[config.mk]
export PLATFORM = sky130hd
export DESIGN_NAME = speed_select_flat
export DESIGN_NICKNAME = d
export VERILOG_FILES = /design/src/rtl/speed_select_if.sv /design/src/rtl/speed_select.sv /design/src/flat_wrapper.sv
export SDC_FILE = /design/constraint.sdc
export NUM_CORES = 1
export LEC_CHECK = 0
export CAP_MARGIN = 10
export CORE_MARGIN = 3
export CORE_UTILIZATION = 55
export DETAILED_ROUTE_END_ITERATION = 8
export PLACE_DENSITY = 0.7
export REMOVE_ABC_BUFFERS = 1
export SLEW_MARGIN = 0
export SYNTH_ARGS = -nofsm -noshare
export SYNTH_HDL_FRONTEND = slang
export SYNTH_SLANG_ARGS = --single-unit
[constraint.sdc]
create_clock -name clk -period 3.5 [get_ports clk]
set_input_delay 0.7 -clock clk [delete_from_list [all_inputs] [get_ports clk]]
set_output_delay 0.7 -clock clk [all_outputs]
set_load 0.03 [all_outputs]
[src/rtl/speed_select_if.sv]
// Button inputs and speed-code outputs shared between speed_select and its driver/consumer.
interface speed_select_if;
    logic       btn_up;
    logic       btn_down;
    logic [1:0] control;
    logic       changed;
    logic       at_max;
    logic       at_min;

    modport master (output btn_up, btn_down, input control, changed, at_max, at_min);
    modport slave  (input btn_up, btn_down, output control, changed, at_max, at_min);
endinterface

[src/rtl/speed_select.sv]
// Debounced up/down buttons stepping a saturating 2-bit speed code; press-to-control latency is
// DEBOUNCE_CYCLES+4 cycles. No backpressure: every clean press is applied.
module speed_select #(
    parameter int         DEBOUNCE_CYCLES = 16,
    parameter logic [1:0] RESET_SPEED     = 2'b00
) (
    input logic          clk,
    input logic          reset,
    speed_select_if.slave bus
);
    localparam logic [15:0] CNT_LAST = 16'(DEBOUNCE_CYCLES - 1);

    // Bit 0 is the "faster" path, bit 1 the "slower" path.
    logic [1:0]  raw;
    logic [1:0]  s1;
    logic [1:0]  s2;
    logic [1:0]  stable;
    logic [1:0]  stable_d;
    logic [1:0]  ev;
    logic [15:0] cnt [2];

    logic [1:0]  control_q;
    logic [1:0]  control_nxt;
    logic        changed_q;
    logic        changed_nxt;
    logic        up_ev;
    logic        dn_ev;

    assign raw = {bus.btn_down, bus.btn_up};

    always_ff @(posedge clk) begin
        if (reset) begin
            s1       <= '0;
            s2       <= '0;
            stable   <= '0;
            stable_d <= '0;
            ev       <= '0;
            cnt[0]   <= '0;
            cnt[1]   <= '0;
        end else begin
            s1       <= raw;
            s2       <= s1;
            stable_d <= stable;
            // Rising edge of the debounced level only; releases and holds give nothing.
            ev       <= stable & ~stable_d;
            for (int i = 0; i < 2; i++) begin
                if (s2[i] == stable[i]) begin
                    cnt[i] <= '0;
                end else if (cnt[i] == CNT_LAST) begin
                    stable[i] <= s2[i];
                    cnt[i]    <= '0;
                end else begin
                    cnt[i] <= cnt[i] + 16'd1;
                end
            end
        end
    end

    assign up_ev = ev[0];
    assign dn_ev = ev[1];

    always_comb begin
        control_nxt = control_q;
        changed_nxt = 1'b0;
        if (up_ev && !dn_ev && control_q != 2'd3) begin
            control_nxt = control_q + 2'd1;
            changed_nxt = 1'b1;
        end else if (dn_ev && !up_ev && control_q != 2'd0) begin
            control_nxt = control_q - 2'd1;
            changed_nxt = 1'b1;
        end
    end

    always_ff @(posedge clk) begin
        if (reset) begin
            control_q <= RESET_SPEED;
            changed_q <= 1'b0;
        end else begin
            control_q <= control_nxt;
            changed_q <= changed_nxt;
        end
    end

    assign bus.control = control_q;
    assign bus.changed = changed_q;
    assign bus.at_max  = (control_q == 2'd3);
    assign bus.at_min  = (control_q == 2'd0);
endmodule
[src/flat_wrapper.sv]
// flat-port wrapper written by rule: the top's interface ports become plain ports
module speed_select_flat 
#(
    parameter int         DEBOUNCE_CYCLES = 16,
    parameter logic [1:0] RESET_SPEED     = 2'b00
)
  (clk, reset, bus_btn_up, bus_btn_down, bus_control, bus_changed, bus_at_max, bus_at_min);
  speed_select_if bus_i ();
  input logic clk;
  input logic reset;
  input wire logic [$bits(bus_i.btn_up)-1:0] bus_btn_up;
  input wire logic [$bits(bus_i.btn_down)-1:0] bus_btn_down;
  output wire logic [$bits(bus_i.control)-1:0] bus_control;
  output wire logic [$bits(bus_i.changed)-1:0] bus_changed;
  output wire logic [$bits(bus_i.at_max)-1:0] bus_at_max;
  output wire logic [$bits(bus_i.at_min)-1:0] bus_at_min;
  assign bus_i.btn_up = bus_btn_up;
  assign bus_i.btn_down = bus_btn_down;
  assign bus_control = bus_i.control;
  assign bus_changed = bus_i.changed;
  assign bus_at_max = bus_i.at_max;
  assign bus_at_min = bus_i.at_min;
  speed_select #(.DEBOUNCE_CYCLES(DEBOUNCE_CYCLES), .RESET_SPEED(RESET_SPEED)) u_core (.clk(clk), .reset(reset), .bus(bus_i));
endmodule
==> impl_summary.txt <==
----------------------------------------------------
[Outcome]
  Run status ... finished clean

[Clock network]
  Number of H-tree levels ... 2
  Num CTS Buffers ... 5
  Later-pin clock latency in the skew report ... 0.29 ns
  Number of gates given a new drive strength after cts ... 0
  Clock transition at the register clock pins on the worst setup and hold paths after CTS ... 0.08 ns
  Post-CTS Setup Inserts ... 0
  Hold-fix buffers, CTS ... 0
  Maximum clock insertion buffer count ... 2
  Clock tree from TritonCTS ... yes
  Clk Tree Root Cell ... sky130_fd_sc_hd__clkbuf_8
  Num Clock Sinks ... 45

[Synthesis]
  YS warnings ... 0
  Cell Area, Synth ... 2170 um2
  Cell count after synthesis ... 207
  Register bit count reported by yosys ... 45
  Part of the Yosys area used for sequential elements ... 0.562
  Yosys cell types ... 31
  Average footprint of a synthesized cell ... 10.5 um2

[Timing]
  Upper clock frequency limit ... 441 MHz
  Setup TNS Final ... 0 ns
  Count of final hold-check violations ... 0
  Transition time at the pin with the least slew margin ... 0.507 ns
  Max-slew violations ... 0
  Endpoints failing setup ... 0
  Post-layout worst setup margin ... 1.23 ns
  Remaining max-slew budget at the tightest pin ... 0.661
  Clk_skew ... 0.00719 ns
  Unrepaired setup endpoints after global routing ... no
  Period minus WS final ... 2.27 ns
  Tcrit/Tclk final ... 0.648

[Final layout]
  End-of-flow core utilization ... 0.671
  Post-layout net count ... 256
  Most common library cell in the layout ignoring fill and taps ... sky130_fd_sc_hd__nor2_1
  Commonest non-fill, non-tap cells in the layout ... 37 x sky130_fd_sc_hd__nor2_1, 32 x sky130_fd_sc_hd__edfxtp_1, 32 x sky130_fd_sc_hd__conb_1
  Fraction of final layout cells sized beyond drive strength 1 ... 0.0438
  Summed area of non-filler cells in the final layout ... 2510 um2
  ANT cells ... 0
  Layout Area Growth over Synthesis ... 15.5%

[Floorplanning]
  Vertical extent of the die ... 68.9 um
  Starting utilization of the core area ... 0.581
  Area of the die ... 4740 um2
  IO Pins ... 9
  Site Rows ... 22
  Width of the chip ... 68.9 um
  Placeable Area ... 3740 um2

[Power and ir drop]
  VDD IR max ... 0.239 mV
  Power density over the cells ... 388 nW/um2
  Sw Pwr ... 0.000207 W
  Pleak ... 0.868 nW
  Overall power after layout ... 0.000974 W
  Logic gate share of total power ... 0.043
  Seq pwr share ... 0.623
  Cell-internal power ... 0.000767 W
  Clock Power Share ... 0.333
  Switching fraction of total power ... 0.212

[Global routing]
  Met2 layer usage reported by global route ... 0.293
  Number of antenna violations at the first check in global routing ... 0
  Overflow left after global routing ... 0
  Busiest layer in global routing ... met2
  Vias in the first global route ... 1450
  Routing usage on met1 ... 0.210
  Global Route Usage Sum ... 0.170
  Pin count of the biggest net entering global routing ... 16
  Met3 Use GR ... 0.0357
  First-pass GRT wire length ... 6040 um

[Setup path]
  Top delay family on crit path ... buffers and inverters
  Arrival time reported for the critical path endpoint ... 1.57 ns
  CP max FO ... 8
  Crit. End Element ... output pin
  CP required ... 2.80 ns
  Critical path's slowest cell ... sky130_fd_sc_hd__clkdlybuf4s50_1
  Highest cell delay on the worst timing path ... 0.67 ns
  Worst reg-to-reg setup slack ... 1.51 ns
  Buf+Inv Stages, Crit Path ... 1
  Category of the most critical setup path ... reg2out
  Nature of the critical path startpoint ... flop
  Cell chain of the critical path ... and2_1 -> clkdlybuf4s50_1

[Detailed routing]
  Iter 0 DRT Violations ... 76
  DRT antenna net count ... 0
  DR vias/cell ... 5.05
  DRC violations left ... 0
  Average wire length per cell after detail routing ... 11.6 um
  Number of iterations in the first detailed-routing pass ... 4
  Final routed wirelength across all metal layers ... 3480 um
  Number of vias in the routed layout ... 1510

[Placed design]
  Final weighted congestion in routability-driven placement ... 0.790
  Detailed-placement wirelength estimate ... 2550 um
  Number of buffer cells added on primary ports ... 8
  Pre-CTS WS ... 1.10 ns
  Placed inst area ... 2420 um2

[Worst hold path]
  Type of the most critical hold path ... reg2reg

[Run]
  Max-cap check violation count ... 0

----------------------------------------------------
## cell families (layout without fill, tap and decap cells)
kind of cell | count (synthesis) | in the layout | synth area share
AO/OA/AOI/OAI | 10 | 10 | 0.0276
XOR/XNOR | 28 | 28 | 0.113
adder cells (fa/ha/maj) | 2 | 2 | 0.0115
buffers and inverters | 11 | 24 | 0.0196
flip-flops | 45 | 45 | 0.562
multiplexers | 2 | 2 | 0.00921
other | 1 | 32 | 0.00172
AND/OR/NAND/NOR | 108 | 108 | 0.256
## cell usage after synthesis (all sizes together)
cell    count  area share
nor4       13       0.037
ha          2       0.012
nor2       37       0.064
inv         8       0.014
nand2b      2      0.0058
nand2      10       0.017
dfxtp      13        0.12
buf         1      0.0023
mux2i       2      0.0092
xnor2      25        0.10
a31o        1      0.0040
o31ai       1      0.0035
nor2b      10       0.029
clkbuf      2      0.0035
o21ai       3      0.0069
conb        1      0.0017
nor3       11       0.025
or4         1      0.0035
edfxtp     32        0.44
nand3      10       0.029
nand4b      1      0.0040
and2        1      0.0029
nand4       7       0.023
a221oi      1      0.0040
or2         2      0.0069
a21oi       4      0.0092
and3        3      0.0086
xor2        3       0.012
## final timing paths
| kind | startpoint | endpoint | depth (start not counted) |
|---|---|---|---|
| max | u_core.bus.control[0] | bus_at_max | 2 |
| min | u_core.stable_d[0] | u_core.ev[0] | 1 |
| max reg2reg | u_core.cnt[1][0] | u_core.cnt[1][3] | 5 |
| min reg2reg | u_core.stable_d[0] | u_core.ev[0] | 1 |
## metal layers
layer / vias to the layer above / share of wire
met2: 21 / 0.52
met4: 0 / 0.0069
met1: 698 / 0.45
met3: 2 / 0.030
li1: 789 / -
met5: - / 0
## flip-flops by register name, summed over array words and instances, names as in the netlist
signal / flops
u_core.bus.control: 2
u_core.bus.changed: 1
u_core.cnt: 32
u_core.ev: 2
u_core.s2: 2
u_core.stable_d: 2
u_core.s1: 2
u_core.stable: 2
## per-stage QoR
| step | hold slack, ns | cells |
|---|---|---|
| after floorplan | 0.367 | 235 |
| after global placement | 0.377 | 291 |
| after detailed placement | 0.384 | 291 |
| after CTS | 0.391 | 299 |
| after global routing | 0.405 | 299 |
| final | 0.385 | 299 |
## power groups by stage
stage,Clock (W),Combinational (W),Sequential (W)
floorplan,0,0.0000311,0.000614
detailed placement,0,0.0000409,0.000619
global route,0.000354,0.0000491,0.000610
finish,0.000325,0.0000423,0.000607
global placement,0,0.0000402,0.000618
CTS,0.000338,0.0000414,0.000607
## worst reg2reg max path, stage by stage (launching register included)
cell                       delay, ns
sky130_fd_sc_hd__edfxtp_1       0.40
sky130_fd_sc_hd__ha_1           0.20
sky130_fd_sc_hd__nand3_1        0.26
sky130_fd_sc_hd__nand4b_1       0.35
sky130_fd_sc_hd__nand2_1        0.41
sky130_fd_sc_hd__nor2_1         0.11
## cell type report
class | count | area [um2]
multi-input cells | 182 | 1030
fillers | 313 | 1230
clock inverters | 1 | 6.26
inverters | 8 | 30.0
well taps | 48 | 60.1
repair buffers | 8 | 80.1
flip-flops and latches | 45 | 1220
clock buffers | 7 | 86.3
Note: power is estimated with default switching activity, not from simulation.
